[config.mk]
export PLATFORM = sky130hd
export DESIGN_NAME = video_capture
export DESIGN_NICKNAME = d
export VERILOG_FILES = /design/src/rtl/video_capture.sv
export SDC_FILE = /design/constraint.sdc
export NUM_CORES = 1
export LEC_CHECK = 0
export CORE_ASPECT_RATIO = 1.5
export CORE_MARGIN = 4
export CORE_UTILIZATION = 55
export CTS_CLUSTER_DIAMETER = 40
export DETAILED_ROUTE_END_ITERATION = 10
export GPL_TIMING_DRIVEN = 0
export PLACE_DENSITY = 0.72
export SLEW_MARGIN = 20
export SYNTH_ARGS = -nofsm -noshare
export SYNTH_HDL_FRONTEND = slang
export SYNTH_SLANG_ARGS = --single-unit
[constraint.sdc]
create_clock -name clk -period 12 [get_ports clk]
set_input_delay 3 -clock clk [delete_from_list [all_inputs] [get_ports clk]]
set_output_delay 3 -clock clk [all_outputs]
set_load 0.05 [all_outputs]
[src/rtl/video_capture.sv]
// -----------------------------------------------------------------------------
// video_capture
//
// Pixel-clock-domain capture of a DVI-style RGB stream into framebuffer memory.
// The block recovers pixel coordinates from the DE/VSYNC timing. Each visible
// pixel goes through a small first-word-fall-through FIFO and out of a
// valid/ready write port, so memory backpressure never stalls the video input.
//
// Ports:
//   clk, rst        pixel clock, asynchronous active-high reset
//   capture_en      arm capture; looked at only when a frame starts (vsync rise)
//   vid_data/de/h/v incoming pixel, active-video qualifier, syncs
//   fb_wr_addr/data head-of-FIFO write address and pixel
//   fb_wr_valid     FIFO not empty
//   fb_wr_rdy       memory accepts the head entry this cycle
//   frame_done      one-cycle pulse at the end of a captured frame
//   frame_width     DE-high pixel count of the last line of that frame
//   frame_height    number of DE lines in that frame
//   overflow        sticky: a pixel was dropped because the FIFO was full
//   clipped         sticky: a pixel outside the visible window was discarded
//
// Optional build macro VIDEO_CAPTURE_CHECKSUM_EN adds frame_checksum[31:0]. It
// carries a wrapping sum of every in-bounds pixel of the last captured frame.
// -----------------------------------------------------------------------------
module video_capture #(
   parameter int H_VISIBLE_AREA   = 1024,
   parameter int V_VISIBLE_AREA   = 768,
   parameter int RAM_WIDTH        = 24,
   parameter int RAM_ADDR_BITS    = 32,
   parameter logic [RAM_ADDR_BITS-1:0] FB_BASE_ADDR = '0,
   parameter int FIFO_DEPTH       = 16,
   parameter int SYNC_ACTIVE_HIGH = 1
) (
   input  logic                     clk,
   input  logic                     rst,
   input  logic                     capture_en,
   input  logic [RAM_WIDTH-1:0]     vid_data,
   input  logic                     vid_de,
   input  logic                     vid_h,
   input  logic                     vid_v,
   output logic [RAM_ADDR_BITS-1:0] fb_wr_addr,
   output logic [RAM_WIDTH-1:0]     fb_wr_data,
   output logic                     fb_wr_valid,
   input  logic                     fb_wr_rdy,
   output logic                     frame_done,
   output logic [15:0]              frame_width,
   output logic [15:0]              frame_height,
   output logic                     overflow,
   output logic                     clipped
`ifdef VIDEO_CAPTURE_CHECKSUM_EN
   ,
   output logic [31:0]              frame_checksum
`endif
);

   localparam int PTR_BITS = $clog2(FIFO_DEPTH);
   localparam logic [RAM_ADDR_BITS-1:0] H_VIS    = RAM_ADDR_BITS'(H_VISIBLE_AREA);
   localparam logic [RAM_ADDR_BITS-1:0] V_VIS    = RAM_ADDR_BITS'(V_VISIBLE_AREA);
   localparam logic [RAM_ADDR_BITS-1:0] ADDR_ONE = RAM_ADDR_BITS'(1);
   localparam logic [PTR_BITS-1:0]      PTR_ONE  = PTR_BITS'(1);
   localparam logic [PTR_BITS:0]        CNT_ONE  = (PTR_BITS + 1)'(1);
   localparam logic [PTR_BITS:0]        CNT_FULL = (PTR_BITS + 1)'(FIFO_DEPTH);

   typedef enum logic [1:0] {IDLE, VSYNC, CAPTURE} state_t;

   // ---------------------------------------------------------------- input stage
   logic [RAM_WIDTH-1:0] data_reg;
   logic                 de_reg;
   logic                 de_prev;
   logic                 h_reg;
   logic                 v_reg;
   logic                 v_prev;
   logic                 v_rise;
   logic                 v_fall;
   logic                 de_fall;

   always_ff @(posedge clk or posedge rst) begin
      if (rst) begin
         data_reg <= '0;
         de_reg   <= 1'b0;
         de_prev  <= 1'b0;
         h_reg    <= 1'b0;
         v_reg    <= 1'b0;
         v_prev   <= 1'b0;
      end else begin
         data_reg <= vid_data;
         de_reg   <= vid_de;
         de_prev  <= de_reg;
         // Syncs are normalised to active-high here, so the rest of the block
         // does not depend on the source polarity.
         h_reg    <= (SYNC_ACTIVE_HIGH != 0) ? vid_h : ~vid_h;
         v_reg    <= (SYNC_ACTIVE_HIGH != 0) ? vid_v : ~vid_v;
         v_prev   <= v_reg;
      end
   end

   assign v_rise  = v_reg & ~v_prev;
   assign v_fall  = ~v_reg & v_prev;
   assign de_fall = ~de_reg & de_prev;

   // Coordinates come from DE alone. Hsync is registered with the other inputs
   // but has no further use.
   logic unused_hsync;
   assign unused_hsync = h_reg;

   // ---------------------------------------------------------------- coordinates
   state_t                   state;
   logic [RAM_ADDR_BITS-1:0] x;
   logic [RAM_ADDR_BITS-1:0] y;
   logic [RAM_ADDR_BITS-1:0] line_base;   // y * H_VISIBLE_AREA, built by repeated adds
   logic [RAM_ADDR_BITS-1:0] line_width;
   logic                     in_bounds;
   logic                     push_req;
   logic [RAM_ADDR_BITS-1:0] push_addr;

   assign in_bounds = (x < H_VIS) && (y < V_VIS);
   assign push_req  = (state == CAPTURE) && de_reg && in_bounds;
   assign push_addr = FB_BASE_ADDR + line_base + x;

   // ---------------------------------------------------------------- write FIFO
   logic [RAM_ADDR_BITS-1:0] fifo_addr [FIFO_DEPTH];
   logic [RAM_WIDTH-1:0]     fifo_data [FIFO_DEPTH];
   logic [PTR_BITS-1:0]      wr_ptr;
   logic [PTR_BITS-1:0]      rd_ptr;
   logic [PTR_BITS:0]        count;
   logic                     fifo_full;
   logic                     pop;
   logic                     push_ok;

   assign fifo_full   = (count == CNT_FULL);
   assign fb_wr_valid = (count != '0);
   assign pop         = fb_wr_valid & fb_wr_rdy;
   // A pop in the same cycle frees the slot, so a full FIFO still takes the push.
   assign push_ok     = push_req & (~fifo_full | pop);

   // Head entry falls straight through; the idle value is shown while empty.
   assign fb_wr_addr  = fb_wr_valid ? fifo_addr[rd_ptr] : FB_BASE_ADDR;
   assign fb_wr_data  = fb_wr_valid ? fifo_data[rd_ptr] : '0;

   always_ff @(posedge clk) begin
      if (push_ok) begin
         fifo_addr[wr_ptr] <= push_addr;
         fifo_data[wr_ptr] <= data_reg;
      end
   end

   always_ff @(posedge clk or posedge rst) begin
      if (rst) begin
         wr_ptr   <= '0;
         rd_ptr   <= '0;
         count    <= '0;
         overflow <= 1'b0;
      end else begin
         if (push_ok) wr_ptr <= wr_ptr + PTR_ONE;
         if (pop)     rd_ptr <= rd_ptr + PTR_ONE;
         case ({push_ok, pop})
            2'b10:   count <= count + CNT_ONE;
            2'b01:   count <= count - CNT_ONE;
            default: count <= count;
         endcase
         if (push_req && !push_ok) overflow <= 1'b1;
      end
   end

   // ---------------------------------------------------------------- frame FSM
   function automatic logic [15:0] sat16(input logic [RAM_ADDR_BITS-1:0] v);
      if ((v >> 16) != '0) return 16'hFFFF;
      return v[15:0];
   endfunction

`ifdef VIDEO_CAPTURE_CHECKSUM_EN
   logic [31:0] sum_reg;
`endif

   always_ff @(posedge clk or posedge rst) begin
      if (rst) begin
         state        <= IDLE;
         x            <= '0;
         y            <= '0;
         line_base    <= '0;
         line_width   <= '0;
         frame_done   <= 1'b0;
         frame_width  <= '0;
         frame_height <= '0;
         clipped      <= 1'b0;
`ifdef VIDEO_CAPTURE_CHECKSUM_EN
         sum_reg        <= '0;
         frame_checksum <= '0;
`endif
      end else begin
         frame_done <= 1'b0;
         case (state)
            IDLE: begin
               if (v_rise && capture_en) state <= VSYNC;
            end
            VSYNC: begin
               if (v_fall) begin
                  state      <= CAPTURE;
                  x          <= '0;
                  y          <= '0;
                  line_base  <= '0;
                  line_width <= '0;
`ifdef VIDEO_CAPTURE_CHECKSUM_EN
                  sum_reg    <= '0;
`endif
               end
            end
            CAPTURE: begin
               if (de_reg) begin
                  // x advances even for clipped or dropped pixels so that
                  // later addresses on the line stay correct.
                  if (!in_bounds) clipped <= 1'b1;
`ifdef VIDEO_CAPTURE_CHECKSUM_EN
                  if (in_bounds) sum_reg <= sum_reg + 32'(data_reg);
`endif
                  x <= x + ADDR_ONE;
               end
               if (de_fall) begin
                  line_width <= x;
                  x          <= '0;
                  y          <= y + ADDR_ONE;
                  line_base  <= line_base + H_VIS;
               end
               if (v_rise) begin
                  frame_done   <= 1'b1;
                  frame_width  <= sat16(line_width);
                  frame_height <= sat16(y);
`ifdef VIDEO_CAPTURE_CHECKSUM_EN
                  frame_checksum <= sum_reg;
`endif
                  state <= capture_en ? VSYNC : IDLE;
               end
            end
            default: state <= IDLE;
         endcase
      end
   end

endmodule
==> results.yml, run 1 <==
finish:
  largest_reg_flops: 512
  drive_gt1_frac: 0.219
  ff_latch_area_um2: 31800
  diodes: 0
  areaGrowthSynthToFinish_pct: 16.1
  final_nets: 2593
  nFillCells: 5065
  fin_cells: 3640
  multi_input_area_um2: 11200
  regMostFlops: "fifo_addr"
  top_regs: "fifo_addr (512), fifo_data (384)"
  post-route-util: 0.647
clock_network:
  clock_latency_ns: 0.67
  postCtsHoldBufs: 0
  path_clk_slew_ns: 0.06
  h-tree-depth: 3
  postCtsSetupBuffers: 0
  clock-sinks: 1092
  clock_path_buffers: 3
  cts_tree: "built"
  clockRootBuffer: "clkbuf_16"
  cts_buffers: 109
  cts_resized: 0
global_route:
  first_global_vias: 24131
  grt_pass1_wl_um: 155000
  globalRouteOverflowTotal: 0
  antenna_found_initial: 1
  grt_usage: 0.250
  grt_max_degree: 114
hold_path:
  min_delay_worst_endpoint: "v_prev"
  min_from: "v_reg"
  hold_path_depth: 0
  hold_class: "flop to flop"
setup_path:
  rrSetupSlack_ns: 7.45
  r2r-end: "fifo_data[7][1]"
  end_kind: "output port"
  critPathKind: "flop to output port"
  cp.arrival_ns: 4.93
  worstPathMaxFanout: 10
  critPathSlowestCell: "clkbuf_1"
  start_kind: "flop"
  r2r-start: "y[15]"
  cpMostUsedCell: "clkbuf_1"
  reg2reg_depth: 11
  critical_path_required_ns: 9.00
  path_cells: "clkbuf_1 > clkbuf_1 > clkbuf_1 > mux4_2 > mux4_2 > and2_1 > clkdlybuf4s50_1"
  slowest_delay_ns: 0.75
synth:
  synth_nets: 2309
  synth_edf_count: 896
  ys_async_sr_fraction: 0.179
  synthTopCellsByCount: "896 x edfxtp_1, 280 x mux4_2, 196 x dfrtp_1"
  synth_top_cell_by_area: "edfxtp_1"
  avgSynthCellArea_um2: 19.3
  syn_area_um2: 43300
  synth-main-ff-cell: "edfxtp_1"
  yosysUniqueCellTypes: 62
  yosysWarnings: 0
  synth_seq_cells: 1092
  yosysSeqAreaShare: 0.734
  synth_area_leaders: "edfxtp_1 62%, mux4_2 15%, dfrtp_1 11%, and2_1 1.1%, nand2_1 1.1%"
  syn_inst: 2245
  yosysTopAreaCellShare: 0.621
  post-synth-top-count-cell: "edfxtp_1"
floorplan:
  fp.dieW_um: 237
  dieArea_um2: 83400
  row_count: 125
  ioPinCount: 123
  die_h_um: 352
  core_um2: 77700
  start_util: 0.557
outcome:
  status: "complete, no violations"
timing:
  max_freq_mhz: 126
  slew_viol_final: 0
  worst-slew-pin-transition_ns: 1.10
  setup_viol: 0
  finalHoldViolations: 0
  skew_ns: 0.0193
  relSlewSlack: 0.263
  period_needed_ns: 7.93
  rsz0062_at_grt: "false"
  hold_ws_ns: 0.462
  setup_tns_ns: 0
  finalCritPeriodShare: 0.661
routing:
  wl_per_cell_um: 28.3
  drtIter0Drc: 2502
  viasPerCell: 6.30
  drc_errors: 0
  wl_um: 103000
  drt-pass1-iter-count: 5
  antenna_left: 0
  route.vias.total: 22923
power_and_ir_drop:
  fin_total_pwr_mw: 11.4
  vdd_drop_max_mv: 0.199
  power_per_cell_area_nw_per_um2: 227
  p_leak_nw: 16.8
place:
  gp_congestion: 0.829
  dp_hpwl_um: 63500
  portBuffers: 121
  place_inst: 3434
run:
  maxCapViolCount: 0
critical path, delay by kind of cell, from the launching register on:
kind | cells | cell delay (ns)
flops | 1 | 0.35
simple gates | 1 | 0.24
mux | 2 | 0.88
buf+inv | 4 | 2.78
layout by cell type, fill, tap and decap left out, types with 10 or more instances in the layout:
| cell type | count |
|---|---|
| edfxtp_1 | 896 |
| mux4_2 | 280 |
| dfrtp_1 | 196 |
| nand2_1 | 125 |
| clkdlybuf4s50_1 | 121 |
| clkbuf_16 | 113 |
| clkbuf_1 | 103 |
| nor2_1 | 98 |
| and2_1 | 66 |
| o21ai_0 | 55 |
| xor2_1 | 53 |
| nand3_1 | 35 |
| buf_4 | 34 |
| ha_1 | 32 |
| o22a_1 | 31 |
| xnor2_1 | 30 |
| a21oi_1 | 28 |
| nand4_1 | 23 |
| buf_2 | 20 |
| nor3_1 | 18 |
| nor4_1 | 17 |
| clkinv_2 | 15 |
| and3_1 | 14 |
| or3_1 | 13 |
| and2_4 | 12 |
| bufinv_16 | 12 |
| buf_1 | 10 |
| xnor2_2 | 10 |
power breakdown:
group	internal, mW	switching (mW)	total [mW]
Clock	2.02	1.46	3.49
Sequential	4.22	0.108	4.33
Combinational	1.49	2.14	3.62
routing by layer:
layer | up-vias | global-route usage | wire length (µm) | share of wire
li1 | 9579 | - | - | -
met5 | - | 0 | 0 | 0
met2 | 976 | 0.453 | 55800 | 0.54
met4 | 0 | 0.0750 | 2980 | 0.029
met1 | 12176 | 0.317 | 37900 | 0.37
met3 | 192 | 0.0357 | 6330 | 0.061
through the flow:
stage	cell area, µm²	setup slack [ns]
floorplan	43300	3.65
CTS	50200	3.97
finish	50300	4.07
detailed placement	46500	4.75
global route	50300	3.95
global placement	45800	-2.12
worst max path at each step:
stage | startpoint | to | slack, ns
after floorplan | fb_wr_rdy | fifo_addr[5][0] | 3.65
after global placement | fb_wr_rdy | fifo_data[7][1] | -2.12
after detailed placement | rd_ptr[1] | fb_wr_addr[28] | 4.75
after CTS | rd_ptr[1] | fb_wr_addr[28] | 3.97
after global routing | rd_ptr[1] | fb_wr_addr[29] | 3.95
final | rd_ptr[1] | fb_wr_addr[18] | 4.07
area by class of cell:
cell class                      count  area share
Multi-Input combinational cell   1031       0.222
Timing Repair Buffer              173      0.0370
Inverter                           10    0.000895
Clock inverter                     62      0.0146
Sequential cell                  1092       0.632
Clock buffer                      144      0.0589
Tap cell                         1016      0.0253
Buffer                            112     0.00930
cells by family after synthesis:
group / Yosys count / synth area share
xor gates and xnor gates: 93 / 0.0188
and+or+nand+nor: 461 / 0.0542
AOI/OAI and AO/OA: 163 / 0.0258
adders and majority gates: 33 / 0.00970
muxes: 281 / 0.146
buffers and inverters: 122 / 0.0114
DFF: 1092 / 0.734
Note: power is estimated with default switching activity, not from simulation.
==> run 2: changes to the inputs <==
--- a/config.mk
+++ b/config.mk
@@ -11,7 +11,7 @@
 export CTS_CLUSTER_DIAMETER = 40
 export DETAILED_ROUTE_END_ITERATION = 10
 export GPL_TIMING_DRIVEN = 0
-export PLACE_DENSITY = 0.72
+export PLACE_DENSITY = 0.75
 export SLEW_MARGIN = 20
 export SYNTH_ARGS = -nofsm -noshare
 export SYNTH_HDL_FRONTEND = slang
==> constraint.sdc (replaced) <==
create_clock -name clk -period 6.6 [get_ports clk]
set_input_delay 1.65 -clock clk [delete_from_list [all_inputs] [get_ports clk]]
set_output_delay 1.65 -clock clk [all_outputs]
set_load 0.05 [all_outputs]
==> run 2 against run 1 <==
- design area barely moved
- critical path type unchanged
- global-route usage grew 0.80 points
- wire length up 3.0%
- final cell count did not move
- sequential share of layout area decreased by 0.063 points
- largest power group unchanged
- hold slack got worse by 0.0092 ns
- largest cell class unchanged
- total power rose by 81%
- clock skew up 0.022 ns
- sequential power is 82% higher
- die area did not move
==> results.yml, run 2 (synthesis gave the netlist of run 1 again) <==
floorplan:
  row_count: 125
  start_util: 0.557
  dieArea_um2: 83400
  core_um2: 77700
  fp.dieW_um: 237
  die_h_um: 352
  ioPinCount: 123
finish:
  fin_cells: 3640
  final_area_um2: 50400
  final_common_cell: "edfxtp_1"
  regMostFlops: "fifo_addr"
  areaGrowthSynthToFinish_pct: 16.3
  drive_gt1_frac: 0.225
  post-route-util: 0.648
  top_regs: "fifo_addr (512), fifo_data (384)"
  final_nets: 2596
  most-common-layout-cells: "896 x edfxtp_1, 280 x mux4_2, 196 x dfrtp_1, 125 x nand2_1, 121 x clkdlybuf4s50_1"
  diodes: 0
  largest_reg_flops: 512
setup_path:
  critPathKind: "flop to output port"
  start_kind: "flop"
  critical_path_required_ns: 4.95
  end_kind: "output port"
  worstPathMaxFanout: 10
  reg2reg_depth: 10
  cp.arrival_ns: 4.61
clock_network:
  postCtsHoldBufs: 0
  clock_path_buffers: 3
  cts_buffers: 107
  h-tree-depth: 3
  cts_tree: "built"
  path_clk_slew_ns: 0.07
  clock_latency_ns: 0.68
  clockRootBuffer: "clkbuf_16"
  clock-sinks: 1092
timing:
  skew_ns: 0.0416
  finalHoldViolations: 0
  worst-slew-pin-transition_ns: 1.17
  hold_ws_ns: 0.453
  setup_viol: 0
  max_freq_mhz: 160
  slew_viol_final: 0
  setup_tns_ns: 0
  finalCritPeriodShare: 0.948
  rsz0062_at_grt: "false"
  relSlewSlack: 0.219
  worst_slack_ns: 0.340
  period_needed_ns: 6.26
hold_path:
  hold_class: "flop to flop"
  hold_path_depth: 0
place:
  placed_area_um2: 46700
  gp_congestion: 0.837
  place_inst: 3439
  portBuffers: 121
  post-place-ws_ns: 0.660
  dp_hpwl_um: 63100
global_route:
  globalRouteOverflowTotal: 0
  grt.busiest_layer: "met2"
  grt_pass1_wl_um: 159000
  antenna_found_initial: 0
  met2_usage: 0.459
  first_global_vias: 24476
  grt_max_degree: 37
  grt_usage: 0.258
  use_met3: 0.0393
  met1_usage: 0.328
power_and_ir_drop:
  fin_total_pwr_mw: 20.7
  power_per_cell_area_nw_per_um2: 411
  p_clk_frac: 0.298
  p_int_mw: 13.9
  seqPwrFrac: 0.380
  power.switching_mw: 6.80
  vdd_drop_max_mv: 0.437
  switching_share: 0.328
  p_leak_nw: 16.8
  p_comb_frac: 0.321
routing:
  drtIter0Drc: 2563
  viasPerCell: 6.35
  antenna_left: 0
  wl_um: 106000
  drt-pass1-iter-count: 5
  route.vias.total: 23125
  drc_errors: 0
  wl_per_cell_um: 29.2
outcome:
  status: "complete, no violations"
run:
  maxCapViolCount: 0
==> run 2: cell types whose count changed in the layout (fill, tap and decap cells not counted), moves of 3 or more <==
cell,change
clkinv_1,+10
clkinvlp_4,+3
clkbuf_16,-4
inv_8,-7
clkinv_4,+4
buf_16,+4
clkbuf_1,-19
buf_1,-5
clkbuf_2,+8
==> run 2: power by group through the flow <==
stage               registers (mW)  clock network [mW]  logic [mW]
finish                        7.88                6.18        6.66
global route                  7.90                6.56        6.96
CTS                           7.87                6.25        6.74
detailed placement            8.01                   0        6.66
global placement              8.00                   0        6.55
floorplan                     8.31                   0        4.19
==> run 2: cell type report <==
| type | count | area [µm²] |
|---|---|---|
| well taps | 1016 | 1270 |
| repair buffers | 178 | 1990 |
| flip-flops and latches | 1092 | 31800 |
| multi-input cells | 1031 | 11200 |
| clock inverters | 75 | 767 |
| plain buffers | 112 | 492 |
| inverters | 10 | 41.3 |
| fillers | 5047 | 27400 |
| clock buffers | 126 | 2810 |
==> run 2: worst max-delay path, cell delays in order (launching register included) <==
cell and delay (ns):
dfrtp_1 0.37, clkbuf_2 0.37, clkbuf_1 0.60, clkbuf_1 0.69, mux4_2 0.44, mux4_2 0.48
and2_1 0.18, clkdlybuf4s50_1 0.79
==> run 2: layer usage <==
layer  vias up  part of all wire
met2      1163              0.53
met3       227             0.070
met4         0             0.036
li1       9558                 -
met5         -                 0
met1     12177              0.36
==> run 2: what timing repair did <==
action,4_1_cts,5_1_grt
setup endpoints to repair,29,14
cloned,0,0
setup buffers,0,0
resized for setup,5,8
pin swaps,0,0
==> run 2: path summary, 6_finish.rpt <==
path                                start              end  slack (ns)
worst max-delay path            rd_ptr[1]   fb_wr_addr[13]        0.34
worst min-delay path                v_reg           v_prev        0.45
worst max register to register      y[19]  fifo_data[5][3]        1.94
worst min register to register      v_reg           v_prev        0.45
max in group asynchronous             rst      data_reg[2]        4.09
min in group asynchronous             rst    line_width[2]        1.42
==> run 3: changes to the inputs <==
--- a/config.mk
+++ b/config.mk
@@ -6,12 +6,11 @@
 export NUM_CORES = 1
 export LEC_CHECK = 0
 export CORE_ASPECT_RATIO = 1.5
-export CORE_MARGIN = 4
 export CORE_UTILIZATION = 55
 export CTS_CLUSTER_DIAMETER = 40
 export DETAILED_ROUTE_END_ITERATION = 10
 export GPL_TIMING_DRIVEN = 0
-export PLACE_DENSITY = 0.75
+export PLACE_DENSITY = 0.72
 export SLEW_MARGIN = 20
 export SYNTH_ARGS = -nofsm -noshare
 export SYNTH_HDL_FRONTEND = slang
==> constraint.sdc (replaced) <==
create_clock -name clk -period 7.2 [get_ports clk]
set_input_delay 1.8 -clock clk [delete_from_list [all_inputs] [get_ports clk]]
set_output_delay 1.8 -clock clk [all_outputs]
set_load 0.05 [all_outputs]
==> run 3 against run 2 <==
- hold slack improved by 0.019 ns
- sequential power decreased by 8.4%
- register-to-register slack improved by 0.27 ns
- clock power decreased by 3.6%
- wire length decreased by 3.3%
- combinational power decreased by 9.3%
- design area increased by 0.26%
- sequential share of layout area decreased by 0.16 points
- largest cell class unchanged
- highest routed layer unchanged
==> results.yml, run 3 (synthesis gave the netlist of run 1 again) <==
power_and_ir_drop:
  power_per_cell_area_nw_per_um2: 381
  power.switching_mw: 6.23
  seqPwrFrac: 0.376
  p_leak_nw: 16.9
  p_comb_frac: 0.314
  p_int_mw: 13.0
  vdd_drop_max_mv: 0.327
  p_clk_frac: 0.310
  switching_share: 0.324
clock_network:
  clock_latency_ns: 0.69
  cts_tree: "built"
  clock-sinks: 1092
  clockRootBuffer: "clkbuf_16"
  cts_buffers: 114
  path_clk_slew_ns: 0.06
  cts_resized: 0
  postCtsHoldBufs: 0
  clock_path_buffers: 3
  h-tree-depth: 3
  postCtsSetupBuffers: 0
routing:
  antenna_left: 0
  wl_per_cell_um: 28.1
  drt-pass1-iter-count: 5
  drtIter0Drc: 2376
  drc_errors: 0
  route.vias.total: 22958
  wl_um: 103000
  viasPerCell: 6.29
setup_path:
  critical_path_required_ns: 5.40
  slowest_delay_ns: 0.75
  start_kind: "flop"
  cp.arrival_ns: 4.94
  worstPathMaxFanout: 10
  critPathSlowestCell: "clkbuf_1"
  critPathKind: "flop to output port"
  end_kind: "output port"
  cpMostUsedCell: "clkbuf_1"
  path_cells: "clkbuf_1 > clkbuf_1 > clkbuf_1 > mux4_2 > mux4_2 > and2_1 > clkdlybuf4s50_1"
floorplan:
  core_um2: 77700
  start_util: 0.557
  die_h_um: 346
  fp.dieW_um: 231
  dieArea_um2: 79900
  row_count: 125
  ioPinCount: 123
finish:
  drive_gt1_frac: 0.221
  post-route-util: 0.650
  largest_reg_flops: 512
  final_nets: 2600
  most-common-layout-cells: "896 x edfxtp_1, 280 x mux4_2, 196 x dfrtp_1, 125 x nand2_1, 121 x clkdlybuf4s50_1"
  ff_latch_area_um2: 31800
  final_area_um2: 50500
  final_common_cell: "edfxtp_1"
  diodes: 0
  areaGrowthSynthToFinish_pct: 16.6
  top_regs: "fifo_addr (512), fifo_data (384)"
  regMostFlops: "fifo_addr"
  multi_input_area_um2: 11200
  nFillCells: 5096
timing:
  period_needed_ns: 6.74
  finalCritPeriodShare: 0.936
  worst-slew-pin-transition_ns: 1.09
  setup_viol: 0
  skew_ns: 0.0356
  max_freq_mhz: 148
  finalHoldViolations: 0
  slew_viol_final: 0
  setup_tns_ns: 0
  relSlewSlack: 0.275
  rsz0062_at_grt: "false"
global_route:
  grt_max_degree: 112
  grt_usage: 0.263
  antenna_found_initial: 0
  globalRouteOverflowTotal: 0
  first_global_vias: 23865
  grt_pass1_wl_um: 152000
place:
  portBuffers: 121
  gp_congestion: 0.848
  dp_hpwl_um: 63200
  placed_area_um2: 46600
hold_path:
  hold_class: "flop to flop"
outcome:
  status: "complete, no violations"
run:
  maxCapViolCount: 0
[run 3: changes by cell type in the layout (fill, tap and decap cells not counted), moves of 4 or more]
| cell | before | now |
|---|---|---|
| clkbuf_1 | 84 | 97 |
| clkbuf_2 | 14 | 5 |
| clkbuf_16 | 109 | 116 |
| inv_6 | 9 | 16 |
| buf_1 | 5 | 11 |
| buf_12 | 6 | 0 |
| clkinv_2 | 17 | 11 |
| clkinv_1 | 15 | 10 |
| buf_4 | 34 | 38 |
| clkinvlp_4 | 12 | 8 |
[run 3: metrics by stage]
stage	setup WS (ns)	std cells	total power, mW	hold WS, ns
after floorplan	0.0475	2245	11.5	0.401
after global placement	-5.64	3382	13.3	0.418
after detailed placement	1.15	3435	13.4	0.434
after CTS	0.417	3647	19.4	0.474
after global routing	0.347	3648	19.8	0.479
final	0.458	3648	19.2	0.472
[run 3: final cells by class]
type,count,area share
clock inverters,70,0.0161
inverters,10,0.000892
clock buffers,142,0.0601
well taps,1016,0.0252
flip-flops and latches,1092,0.630
plain buffers,112,0.00922
repair buffers,175,0.0377
multi-input cells,1031,0.221
[run 3: routing by layer]
layer,GRT usage,up-vias,part of all wire
li1,-,9611,-
met1,0.336,12130,0.37
met2,0.459,1022,0.53
met3,0.0350,195,0.067
met4,0.0957,0,0.033
met5,0,-,0
[run 3: final timing paths]
check / cells after the start / from / to / slack, ns
max: 7 / rd_ptr[1] / fb_wr_addr[16] / 0.46
max in group asynchronous: 3 / rst / y[26] / 4.90
min in group asynchronous: 2 / rst / line_width[13] / 1.46
min reg2reg: 0 / v_reg / v_prev / 0.47
min: 0 / v_reg / v_prev / 0.47
max reg2reg: 11 / y[15] / fifo_addr[7][19] / 2.21
[run 3: critical path: cells and delay by family, from the launching register on]
| family | cells | cell delay (ns) |
|---|---|---|
| buffers and inverters | 4 | 2.77 |
| and+or+nand+nor | 1 | 0.23 |
| DFF | 1 | 0.36 |
| muxes | 2 | 0.88 |
[run 3: power groups by stage]
| stage | clock network, mW | logic (mW) | registers [mW] |
|---|---|---|---|
| after detailed placement | 0 | 6.08 | 7.34 |
| final | 5.96 | 6.04 | 7.22 |
| after global routing | 6.26 | 6.30 | 7.24 |
| after global placement | 0 | 6.00 | 7.33 |
| after floorplan | 0 | 3.84 | 7.62 |
| after CTS | 6.02 | 6.12 | 7.22 |
